## src/rtl/playback_controller_pkg.sv

```systemverilog
// Shared encodings and defaults for the auto-play note engine sequencing blocks.
package playback_controller_pkg;

   typedef enum logic [1:0] {
      ST_IDLE    = 2'd0,
      ST_PLAYING = 2'd1,
      ST_PAUSED  = 2'd2,
      ST_RESTART = 2'd3
   } state_t;

   localparam int unsigned DEF_DEBOUNCE_CYCLES = 2_000_000;
   localparam int unsigned DEF_RESTART_CYCLES  = 4;
   localparam int unsigned SONG_W              = 2;

endpackage

```

## src/rtl/btn_debounce.sv

```systemverilog
// Raw button to single-cycle press pulse: 2-flop sync, stability counter,
// accepted level, rising-edge pulse on the accepted level.
module btn_debounce
   import playback_controller_pkg::*;
#(
   parameter int unsigned DEBOUNCE_CYCLES = DEF_DEBOUNCE_CYCLES
) (
   input  logic clk,
   input  logic reset,
   input  logic raw,
   output logic pulse
);

   localparam int unsigned      CNT_W  = (DEBOUNCE_CYCLES > 1) ? $clog2(DEBOUNCE_CYCLES) : 1;
   localparam logic [CNT_W-1:0] CNT_TC = CNT_W'(DEBOUNCE_CYCLES - 1);

   logic             sync_1, sync_2, sync_q;
   logic             level;
   logic [CNT_W-1:0] cnt;
   logic             stable, accept;

   // sync_q only detects a change of the synchronized value; it is not a third sync stage
   assign stable = (sync_2 == sync_q);
   assign accept = stable && (cnt == CNT_TC) && (level != sync_2);

   always_ff @(posedge clk or negedge reset) begin
      if (!reset) begin
         sync_1 <= 1'b0;
         sync_2 <= 1'b0;
         sync_q <= 1'b0;
         cnt    <= '0;
         level  <= 1'b0;
         pulse  <= 1'b0;
      end else begin
         sync_1 <= raw;
         sync_2 <= sync_1;
         sync_q <= sync_2;
         if (!stable)
            cnt <= '0;
         else if (cnt != CNT_TC)
            cnt <= cnt + CNT_W'(1);
         if (accept)
            level <= sync_2;
         pulse <= accept && sync_2;
      end
   end

endmodule

```

## src/rtl/playback_controller.sv

```systemverilog
// Play/pause/stop sequencer driving the auto-play engine's run enable and reset.
//   state      | meaning
//   ST_IDLE    | stopped, engine out of reset, not running
//   ST_PLAYING | engine running
//   ST_PAUSED  | engine held at its position, speed may change
//   ST_RESTART | engine reset held low; exits to IDLE when go_idle, else PLAYING
module playback_controller
   import playback_controller_pkg::*;
#(
   parameter int unsigned DEBOUNCE_CYCLES = DEF_DEBOUNCE_CYCLES,
   parameter int unsigned RESTART_CYCLES  = DEF_RESTART_CYCLES
) (
   input  logic              clk,
   input  logic              reset,
   input  logic              auto_en,
   input  logic              btn_play,
   input  logic              btn_stop,
   input  logic [SONG_W-1:0] btn_song,
   output logic              play_state,
   output logic              player_rst_n,
   output logic [SONG_W-1:0] song_select,
   output logic [1:0]        status
);

   localparam int unsigned      RST_W  = $clog2(RESTART_CYCLES) + 1;
   localparam logic [RST_W-1:0] RST_TC = RST_W'(RESTART_CYCLES - 1);

   state_t            state, state_next;
   logic              go_idle, go_idle_next;
   logic [RST_W-1:0]  rst_cnt;
   logic              play_p, stop_p;
   logic [SONG_W-1:0] song_p;
   logic              quit, song_any;

   btn_debounce #(.DEBOUNCE_CYCLES(DEBOUNCE_CYCLES)) u_db_play
      (.clk(clk), .reset(reset), .raw(btn_play), .pulse(play_p));
   btn_debounce #(.DEBOUNCE_CYCLES(DEBOUNCE_CYCLES)) u_db_stop
      (.clk(clk), .reset(reset), .raw(btn_stop), .pulse(stop_p));
   btn_debounce #(.DEBOUNCE_CYCLES(DEBOUNCE_CYCLES)) u_db_song0
      (.clk(clk), .reset(reset), .raw(btn_song[0]), .pulse(song_p[0]));
   btn_debounce #(.DEBOUNCE_CYCLES(DEBOUNCE_CYCLES)) u_db_song1
      (.clk(clk), .reset(reset), .raw(btn_song[1]), .pulse(song_p[1]));

   // leaving auto mode behaves exactly like a stop press
   assign quit     = stop_p | ~auto_en;
   assign song_any = |song_p;

   always_ff @(posedge clk or negedge reset) begin
      if (!reset) begin
         state       <= ST_IDLE;
         go_idle     <= 1'b1;
         rst_cnt     <= '0;
         song_select <= '0;
      end else begin
         state       <= state_next;
         go_idle     <= go_idle_next;
         rst_cnt     <= (state == ST_RESTART && state_next == ST_RESTART) ? rst_cnt + RST_W'(1) : '0;
         song_select <= {song_p[1] & ~song_p[0], song_p[0]};
      end
   end

   always_comb begin
      state_next   = state;
      go_idle_next = go_idle;
      case (state)
         ST_IDLE: begin
            if (!auto_en) begin
               go_idle_next = 1'b1;
            end else if (play_p) begin
               state_next   = ST_RESTART;
               go_idle_next = 1'b0;
            end
         end
         ST_RESTART: begin
            if (quit)
               go_idle_next = 1'b1;
            if (rst_cnt == RST_TC)
               state_next = go_idle_next ? ST_IDLE : ST_PLAYING;
         end
         ST_PLAYING: begin
            if (quit) begin
               state_next   = ST_RESTART;
               go_idle_next = 1'b1;
            end else if (song_any) begin
               state_next   = ST_RESTART;
               go_idle_next = 1'b0;
            end else if (play_p) begin
               state_next   = ST_PAUSED;
            end
         end
         ST_PAUSED: begin
            if (quit || song_any) begin
               state_next   = ST_RESTART;
               go_idle_next = 1'b1;
            end else if (play_p) begin
               state_next   = ST_PLAYING;
            end
         end
         default: state_next = ST_IDLE;
      endcase
   end

   always_comb begin
      play_state   = 1'b0;
      player_rst_n = 1'b1;
      case (state)
         ST_PLAYING: play_state   = 1'b1;
         ST_RESTART: player_rst_n = 1'b0;
         default: ;
      endcase
   end

   assign status = state;

endmodule
```

## config.mk

```make
export PLATFORM = sky130hd
export DESIGN_NAME = playback_controller
export DESIGN_NICKNAME = d
export VERILOG_FILES = /design/src/rtl/playback_controller_pkg.sv /design/src/rtl/btn_debounce.sv /design/src/rtl/playback_controller.sv
export SDC_FILE = /design/constraint.sdc
export NUM_CORES = 1
export LEC_CHECK = 0
export BUFFER_PORTS_ARGS = -buffer_cell sky130_fd_sc_hd__buf_2
export CAP_MARGIN = 20
export CORE_ASPECT_RATIO = 1.1
export CORE_MARGIN = 2
export CORE_UTILIZATION = 40
export DETAILED_ROUTE_END_ITERATION = 8
export GPL_TIMING_DRIVEN = 0
export PLACE_DENSITY = 0.68
export REMOVE_ABC_BUFFERS = 1
export SYNTH_ARGS = -nofsm -noshare
export SYNTH_HDL_FRONTEND = slang
export SYNTH_SLANG_ARGS = --single-unit
```

## constraint.sdc

```tcl
create_clock -name clk -period 1.8 [get_ports clk]
set_input_delay 0.27 -clock clk [delete_from_list [all_inputs] [get_ports clk]]
set_output_delay 0.27 -clock clk [all_outputs]
set_load 0.005 [all_outputs]
```

==> flow_metrics.py, run 1 <==
metrics = {
    "worst_setup_path": {
        "crit_type": "reg2reg",
        "critPathSlowestCell": "or4_4",
        "required_ns": 2.03,
        "path_max_fanout": 6,
        "endpoint_kind": "register",
        "cp_common_cell": "or4_4",
        "cpPeakStageDelay_ns": 0.59,
        "cp_top_family": "simple AND/OR/NAND/NOR gates",
        "arrival_ns": 2.14,
        "worstSetupStartpointType": "register",
        "worst-path-buf-inv": 0,
        "path_cells": "or4_4 -> or4_4 -> o21ai_2 -> o211ai_1",
    },
    "drt": {
        "routed_wl_um": 13100,
        "viasPerCell": 5.83,
        "routed-wl-met2_um": 6450,
        "wl_met3_um": 442,
        "drc_errors": 0,
        "routed.top_layer": "met4",
        "drt-met1-wl_um": 5910,
        "wire_per_inst_um": 15.7,
        "dr.pass1.iters": 5,
        "vias": 4856,
        "antenna_left": 0,
        "initialDrtViolationCount": 331,
    },
    "final_layout": {
        "most-common-layout-cells": "dfrtp_1 (94), nand2_1 (55), a21oi_1 (47), buf_4 (41), o21ai_0 (38)",
        "final_util_pct": 50.3,
        "multi_input_area_mm2": 0.00307,
        "area_growth_syn_to_layout_pct": 22.7,
        "drive_above_1_share_pct": 24.5,
        "layout.cells.most_common": "dfrtp_1",
        "fin_cells": 833,
        "regArea_mm2": 0.00283,
        "nNetsFinal": 653,
        "finalInstanceArea_mm2": 0.00694,
        "filler_cell_count": 1214,
        "antennaDiodeCount": 0,
    },
    "flow_run": {
        "cap_violations": 0,
    },
    "sta": {
        "period_needed_ns": 1.91,
        "rsz0062_at_grt": "yes",
        "setup_viol": 10,
        "finClkSkew_ns": 0.00775,
        "tightestPinTransition_ns": 0.827,
        "report.final.slew_viol_count": 0,
        "holdWs_ns": 0.0137,
        "relSlewSlack_pct": 44.4,
        "fin_ws_ns": -0.115,
        "tns_ns": -0.597,
        "finalHoldViolations": 0,
        "fin_crit_sh_pct": 106,
        "fmax_ghz": 0.522,
    },
    "yosys": {
        "synth_cell_types": 55,
        "synth-seq-cells": 112,
        "synth_seq_area_share_pct": 49.6,
        "synth_top_flop_cell": "dfrtp_1",
        "synth_area_per_cell_um2": 9.62,
        "async_reset_ff_share_pct": 100,
        "syn_inst": 588,
        "synth-edff-count": 0,
        "synth_warnings": 0,
        "netlist_area_mm2": 0.00566,
    },
    "global_route": {
        "grt_max_degree": 67,
        "grt_pass1_vias": 4633,
        "antenna_found_initial": 0,
        "grt_usage_pct": 17.3,
        "grt_pass1_wl_um": 21700,
        "grt_overflow_total": 0,
    },
    "floorplan": {
        "die_x_um": 117,
        "core_area_mm2": 0.0138,
        "die-area_mm2": 0.0151,
        "num_io_pins": 13,
        "dieHeight_um": 129,
        "num_rows": 45,
        "start_util_pct": 41.0,
    },
    "power": {
        "powerDensity_mw_per_mm2": 746,
        "p_seq_share_pct": 51.0,
        "power.internal_mw": 3.96,
        "ir_worst_vdd_mv": 0.336,
        "switching_share_pct": 23.5,
        "total_leakage_power_nw": 2.72,
        "pwr-share-comb_pct": 7.1,
        "p_sw_mw": 1.22,
        "total_power_mw": 5.18,
        "p_clk_share_pct": 41.9,
    },
    "clock_tree": {
        "htree_levels": 3,
        "cts_buffers": 9,
        "clockBufferDepth": 2,
        "clkSinkCount": 112,
        "clock-root-buffer": "clkbuf_16",
        "tritoncts": "yes",
        "clk_pin_slew_ns": 0.07,
        "insertion_delay_ns": 0.36,
    },
    "min_path": {
        "hold_class": "in2reg",
    },
    "placement": {
        "dpl.cell_count": 774,
        "portBuffers": 12,
        "post-place-ws_ns": -0.552,
        "dp_hpwl_um": 7850,
        "globalplace.congestion": 0.813,
        "placed_area_mm2": 0.00594,
    },
    "outcome": {
        "status": "finished with violations",
        "violations": "negative setup slack",
    },
}
Yosys cell counts (all sizes together) (2+ instances only):
| cell | n | area, um^2 |
|---|---|---|
| a21boi | 5 | 37.5 |
| nand3 | 33 | 165 |
| a211oi | 2 | 20.0 |
| nor3 | 19 | 95.1 |
| and2 | 5 | 31.3 |
| xor2 | 12 | 105 |
| or4 | 17 | 143 |
| or3 | 20 | 125 |
| and3 | 17 | 106 |
| and4 | 8 | 71.3 |
| ha | 6 | 75.1 |
| a31oi | 10 | 62.6 |
| o21ai | 46 | 230 |
| nand4 | 22 | 138 |
| nor3b | 4 | 30.0 |
| nor2 | 33 | 124 |
| nor4b | 5 | 43.8 |
| nor4 | 9 | 77.6 |
| mux2i | 3 | 30.0 |
| a2111o | 7 | 78.8 |
| nor2b | 2 | 12.5 |
| inv | 7 | 26.3 |
| buf | 4 | 21.3 |
| a31o | 2 | 17.5 |
| clkbuf | 15 | 56.3 |
| xnor2 | 16 | 140 |
| or4b | 2 | 23.8 |
| nand2 | 57 | 214 |
| dfrtp | 111 | 2780 |
| o31ai | 12 | 90.1 |
| nand2b | 4 | 25.0 |
| nand3b | 2 | 15.0 |
| a41o | 2 | 20.0 |
| o211ai | 7 | 57.6 |
| a21oi | 52 | 260 |
cells by family after synthesis:
group           Yosys count  synth area share [%]
flops                   112                  49.6
simple gates            264                  26.3
buf+inv                  26                  1.84
xor+xnor                 28                  4.34
compound gates          149                  16.1
fa+ha+maj                 6                  1.33
mux                       3                 0.531
power groups by stage:
| stage | Combinational, mW | Clock, mW | Sequential, mW |
|---|---|---|---|
| 2_1_floorplan | 0.149 | 0 | 2.67 |
| 3_3_place_gp | 0.245 | 0 | 2.68 |
| 3_5_place_dp | 0.277 | 0 | 2.69 |
| 4_1_cts | 0.337 | 2.21 | 2.63 |
| 5_1_grt | 0.415 | 2.32 | 2.65 |
| 6_report | 0.369 | 2.17 | 2.64 |
what timing repair did:
action | 4_1_cts | 5_1_grt
endpoints found under the setup margin | 41 | 57
endpoints found under the hold margin | 45 | 0
hold buffers | 1 | 0
gates resized for setup | 27 | 68
cloned | 0 | 2
buffers inserted | 22 | 18
pin swaps | 8 | 18
state kept, by name, indices dropped and copies added (netlist names), 2 cells and up:
register,flops
u_db_play.cnt,21
u_db_stop.cnt,21
song_select,2
u_db_song1.cnt,21
status,2
rst_cnt,3
u_db_song0.cnt,21
routing by layer:
metal	up-vias	global-route usage, %
met3	20	3.01
met1	2412	22.0
met2	93	29.0
met5	-	0
li1	2331	-
met4	0	8.29
layout make-up:
| type | count | share of cell area [%] |
|---|---|---|
| Multi-Input combinational cell | 450 | 44.2 |
| Inverter | 7 | 0.379 |
| Clock inverter | 3 | 0.667 |
| Sequential cell | 112 | 40.7 |
| Timing Repair Buffer | 60 | 6.65 |
| Clock buffer | 13 | 4.04 |
| Tap cell | 188 | 3.39 |
worst reg2reg max path: stages, from the launching register on:
cell	delay [ns]
dfrtp_2	0.44
or4_4	0.50
or4_4	0.59
o21ai_2	0.14
o211ai_1	0.11
path summary, 6_finish.rpt:
kind	start	end	slack (ns)	depth (start not counted)
worst max-delay path	u_db_stop.cnt[11]	u_db_stop.level	-0.11	4
worst min-delay path	btn_song[1]	u_db_song1.sync_1	0.01	1
worst max register to register	u_db_stop.cnt[11]	u_db_stop.level	-0.11	4
worst min register to register	u_db_play.sync_1	u_db_play.sync_2	0.36	0
max in group asynchronous	reset	u_db_song0.cnt[2]	0.55	3
min in group asynchronous	reset	u_db_song1.cnt[9]	0.47	2
Note: power is estimated with default switching activity, not from simulation.
==> run 2, diff against run 1 <==
--- a/config.mk
+++ b/config.mk
@@ -5,14 +5,14 @@
 export SDC_FILE = /design/constraint.sdc
 export NUM_CORES = 1
 export LEC_CHECK = 0
-export BUFFER_PORTS_ARGS = -buffer_cell sky130_fd_sc_hd__buf_2
 export CAP_MARGIN = 20
 export CORE_ASPECT_RATIO = 1.1
 export CORE_MARGIN = 2
 export CORE_UTILIZATION = 40
 export DETAILED_ROUTE_END_ITERATION = 8
+export DONT_BUFFER_PORTS = 1
 export GPL_TIMING_DRIVEN = 0
-export PLACE_DENSITY = 0.68
+export PLACE_DENSITY = 0.67
 export REMOVE_ABC_BUFFERS = 1
 export SYNTH_ARGS = -nofsm -noshare
 export SYNTH_HDL_FRONTEND = slang
==> flow_metrics.py, run 2 (synthesis results as in run 1) <==
metrics = {
    "outcome": {
        "status": "finished with violations",
        "violations": "negative hold slack, negative setup slack",
    },
    "drt": {
        "routed_wl_um": 12900,
        "antenna_left": 0,
        "drc_errors": 0,
        "dr.pass1.iters": 5,
        "wire_per_inst_um": 15.6,
        "viasPerCell": 5.86,
        "vias": 4845,
        "initialDrtViolationCount": 276,
    },
    "worst_setup_path": {
        "crit_type": "reg2reg",
        "r2r_setup_slack_ns": -0.11,
        "required_ns": 2.04,
        "path_max_fanout": 5,
        "endpoint_kind": "register",
        "worstSetupStartpointType": "register",
        "arrival_ns": 2.15,
    },
    "final_layout": {
        "layout.cells.most_common": "dfrtp_1",
        "area_growth_syn_to_layout_pct": 21.0,
        "multi_input_area_mm2": 0.00302,
        "fin_cells": 827,
        "most-common-layout-cells": "dfrtp_1 (97), nand2_1 (54), a21oi_1 (50), buf_4 (44), o21ai_0 (38)",
        "regArea_mm2": 0.00282,
        "filler_cell_count": 1245,
        "final_util_pct": 49.6,
        "nNetsFinal": 647,
        "drive_above_1_share_pct": 21.8,
        "antennaDiodeCount": 0,
    },
    "sta": {
        "tns_ns": -0.537,
        "report.final.slew_viol_count": 0,
        "holdWs_ns": -0.396,
        "fin_ws_ns": -0.112,
        "setup_viol": 12,
        "tightestPinTransition_ns": 0.807,
        "fmax_ghz": 0.523,
        "relSlewSlack_pct": 45.8,
        "period_needed_ns": 1.91,
        "finalHoldViolations": 112,
        "finClkSkew_ns": 0.00655,
        "fin_crit_sh_pct": 106,
        "rsz0062_at_grt": "yes",
    },
    "placement": {
        "dp_hpwl_um": 7960,
        "globalplace.congestion": 0.803,
        "portBuffers": 0,
        "dpl.cell_count": 761,
    },
    "floorplan": {
        "start_util_pct": 41.0,
        "dieHeight_um": 129,
        "core_area_mm2": 0.0138,
        "num_io_pins": 13,
        "die_x_um": 117,
        "num_rows": 45,
        "die-area_mm2": 0.0151,
    },
    "clock_tree": {
        "clk_pin_slew_ns": 0.07,
        "clockBufferDepth": 2,
        "clkSinkCount": 112,
        "cts_buffers": 9,
        "clock-root-buffer": "clkbuf_16",
        "insertion_delay_ns": 0.36,
        "htree_levels": 3,
        "tritoncts": "yes",
        "hold_buffers": 4,
    },
    "power": {
        "p_sw_mw": 1.16,
        "p_seq_share_pct": 52.9,
        "ir_worst_vdd_mv": 0.426,
        "total_leakage_power_nw": 2.70,
        "power.internal_mw": 3.83,
        "switching_share_pct": 23.2,
        "powerDensity_mw_per_mm2": 729,
        "p_clk_share_pct": 41.1,
        "pwr-share-comb_pct": 6.0,
    },
    "global_route": {
        "grt_pass1_wl_um": 21200,
        "grt_usage_pct": 17.0,
        "antenna_found_initial": 0,
        "grt_pass1_vias": 4612,
        "grt_overflow_total": 0,
        "grt_max_degree": 113,
    },
    "min_path": {
        "hold_class": "in2async",
    },
    "flow_run": {
        "cap_violations": 0,
    },
}
[run 2: final cells by class]
| cell class | instances | area share, % |
|---|---|---|
| inverters | 7 | 0.384 |
| repair buffers | 54 | 6.40 |
| multi-input cells | 450 | 44.1 |
| clock inverters | 6 | 1.01 |
| flip-flops and latches | 112 | 41.2 |
| clock buffers | 10 | 3.49 |
| well taps | 188 | 3.44 |
[run 2: worst paths after layout]
| path | startpoint | cells past startpoint | end |
|---|---|---|---|
| min in group clk | auto_en | 2 | status[1] |
| hold / removal | reset | 0 | u_db_stop.cnt[15] |
| max in group asynchronous | reset | 0 | go_idle |
| setup / recovery | u_db_stop.cnt[16] | 4 | u_db_stop.cnt[3] |
| setup reg to reg | u_db_stop.cnt[16] | 4 | u_db_stop.cnt[3] |
| hold reg to reg | u_db_play.sync_1 | 0 | u_db_play.sync_2 |
[run 2: stage by stage]
step	setup slack (ns)	hold slack (ns)	power [mW]	area (um^2)
finish	-0.112	-0.396	4.99	6840
global route	-0.155	-0.407	5.19	6840
CTS	-0.0828	-0.408	5.02	6510
detailed placement	-0.530	-0.0185	2.90	5860
global placement	-0.440	-0.0180	2.87	5810
floorplan	-0.153	-0.0256	2.82	5580
[run 2: power by group through the flow]
stage | clock network, mW | logic (mW) | registers [mW]
floorplan | 0 | 0.149 | 2.67
global placement | 0 | 0.187 | 2.68
detailed placement | 0 | 0.218 | 2.69
CTS | 2.12 | 0.260 | 2.64
global route | 2.21 | 0.330 | 2.65
finish | 2.05 | 0.301 | 2.64
[run 2: critical path: stages, from the launching register on]
cell	delay, ns
dfrtp_1	0.41
or4b_4	0.53
or4_4	0.59
o211ai_2	0.18
o21ai_1	0.08
[run 2: routing by layer]
layer	track usage, %	vias to the layer above	wire length, um
met5	0	-	0
met4	8.65	0	350
met3	2.62	24	471
met2	29.8	116	6500
met1	20.5	2393	5590
li1	-	2312	-
[run 2: repair_timing]
action | in CTS | in global routing
buffers inserted | 22 | 23
endpoints found under the hold margin | 116 | 112
gates cloned | 1 | 0
endpoints found under the setup margin | 37 | 53
resized for setup | 38 | 45
pin swaps | 17 | 20
==> run 3, diff against run 2 <==
==> constraint.sdc (replaced) <==
create_clock -name clk -period 1.8 [get_ports clk]
set_input_delay 0.27 -clock clk [delete_from_list [all_inputs] [get_ports clk]]
set_output_delay 0.27 -clock clk [all_outputs]
set_load 0.05 [all_outputs]
==> flow_metrics.py, run 3 (synthesis results as in run 1) <==
metrics = {
    "power": {
        "ir_worst_vdd_mv": 0.426,
        "total_leakage_power_nw": 2.70,
        "powerDensity_mw_per_mm2": 728,
    },
    "sta": {
        "setup_viol": 12,
        "holdWs_ns": -0.394,
        "fmax_ghz": 0.523,
        "report.final.slew_viol_count": 0,
        "finalHoldViolations": 112,
        "tightestPinTransition_ns": 0.806,
        "period_needed_ns": 1.91,
        "fin_ws_ns": -0.112,
        "fin_crit_sh_pct": 106,
        "finClkSkew_ns": 0.00648,
        "relSlewSlack_pct": 45.9,
        "rsz0062_at_grt": "yes",
    },
    "flow_run": {
        "cap_violations": 0,
    },
    "drt": {
        "viasPerCell": 5.88,
        "drc_errors": 0,
        "routed_wl_um": 12900,
        "dr.pass1.iters": 6,
        "antenna_left": 0,
        "vias": 4862,
        "initialDrtViolationCount": 277,
        "wire_per_inst_um": 15.6,
    },
    "min_path": {
        "hold_class": "in2async",
    },
    "floorplan": {
        "dieHeight_um": 129,
        "num_io_pins": 13,
        "num_rows": 45,
        "core_area_mm2": 0.0138,
        "die-area_mm2": 0.0151,
        "die_x_um": 117,
        "start_util_pct": 41.0,
    },
    "final_layout": {
        "layout.cells.most_common": "dfrtp_1",
        "antennaDiodeCount": 0,
        "area_growth_syn_to_layout_pct": 21.2,
        "fin_cells": 827,
        "nNetsFinal": 647,
        "filler_cell_count": 1245,
        "most-common-layout-cells": "dfrtp_1 (95), nand2_1 (53), a21oi_1 (50), buf_4 (44), o21ai_0 (38)",
        "final_util_pct": 49.7,
        "drive_above_1_share_pct": 22.4,
    },
    "worst_setup_path": {
        "worst-path-buf-inv": 0,
        "cp_top_family": "simple AND/OR/NAND/NOR gates",
        "cpPeakStageDelay_ns": 0.59,
        "required_ns": 2.04,
        "worstSetupStartpointType": "register",
        "path_cells": "or4b_4 -> or4_4 -> o211ai_2 -> o21ai_1",
        "endpoint_kind": "register",
        "critPathSlowestCell": "or4_4",
        "crit_type": "reg2reg",
        "arrival_ns": 2.15,
        "path_max_fanout": 5,
    },
    "placement": {
        "dp_hpwl_um": 7960,
        "portBuffers": 0,
        "globalplace.congestion": 0.803,
        "post-place-ws_ns": -0.530,
        "dpl.cell_count": 761,
    },
    "outcome": {
        "violations": "negative hold slack, negative setup slack",
        "status": "finished with violations",
    },
    "clock_tree": {
        "cts_buffers": 9,
        "clkSinkCount": 112,
        "clock-root-buffer": "clkbuf_16",
        "insertion_delay_ns": 0.36,
        "tritoncts": "yes",
        "clk_pin_slew_ns": 0.07,
        "clockBufferDepth": 2,
        "htree_levels": 3,
        "hold_buffers": 4,
    },
    "global_route": {
        "grt_overflow_total": 0,
        "grt_pass1_wl_um": 21200,
        "grt_pass1_vias": 4610,
        "grt_usage_pct": 17.0,
        "grt_max_degree": 113,
        "antenna_found_initial": 0,
    },
}
## run 3: cell count changes in the layout (fill, tap and decap cells not counted)
cell     before  now
dfrtp_1      97   95
dfrtp_2      14   16
nand2_1      54   53
nand2_2       0    1
nor2b_1       2    1
nor2b_4       0    1
## run 3: worst paths after layout
kind / from / end / slack [ns] / cells after the start
max: u_db_stop.cnt[16] / u_db_stop.cnt[3] / -0.11 / 4
min: reset / u_db_song1.cnt[5] / -0.39 / 0
max reg2reg: u_db_stop.cnt[16] / u_db_stop.cnt[3] / -0.11 / 4
max in group asynchronous: reset / go_idle / 1.95 / 0
min in group clk: auto_en / status[1] / 0.12 / 2
min reg2reg: u_db_play.sync_1 / u_db_play.sync_2 / 0.36 / 0
## run 3: cell type report
type                       instances  area (um^2)  area share, %
multi-input combinational        450         3030           44.1
sequential                       112         2820           41.2
timing repair buffer              54          438           6.39
clock buffer                      10          239           3.49
tap                              188          235           3.43
clock inverter                     6         68.8           1.00
inverter                           7         26.3          0.383
## run 3: repair_timing
action | 4_1_cts | 5_1_grt
buffers inserted | 22 | 23
endpoints found under the setup margin | 42 | 53
gates cloned | 1 | 0
pin swaps | 17 | 20
gates resized for setup | 43 | 45
hold endpoints to repair | 116 | 112
## run 3: power by group
| part | internal (mW) | switching, mW | total (mW) |
|---|---|---|---|
| Sequential | 2.57 | 0.0656 | 2.64 |
| Combinational | 0.138 | 0.163 | 0.301 |
| Clock | 1.12 | 0.928 | 2.05 |
| Total | 3.83 | 1.16 | 4.99 |
## run 3: through the flow
| step | setup TNS [ns] | instance area, um^2 | total power [mW] |
|---|---|---|---|
| 3_5_place_dp | -7.70 | 5860 | 2.90 |
| 5_1_grt | -1.72 | 6860 | 5.19 |
| 6_report | -0.563 | 6860 | 4.99 |
| 2_1_floorplan | -1.31 | 5580 | 2.82 |
| 4_1_cts | -0.311 | 6520 | 5.02 |
| 3_3_place_gp | -7.28 | 5810 | 2.87 |
## run 3: per-layer routing
metal	track usage [%]	vias to the layer above	share of wire (%)
met3	2.66	26	3.9
met4	8.65	0	2.8
met5	0	-	0
met1	20.5	2402	43
li1	-	2311	-
met2	29.8	123	50
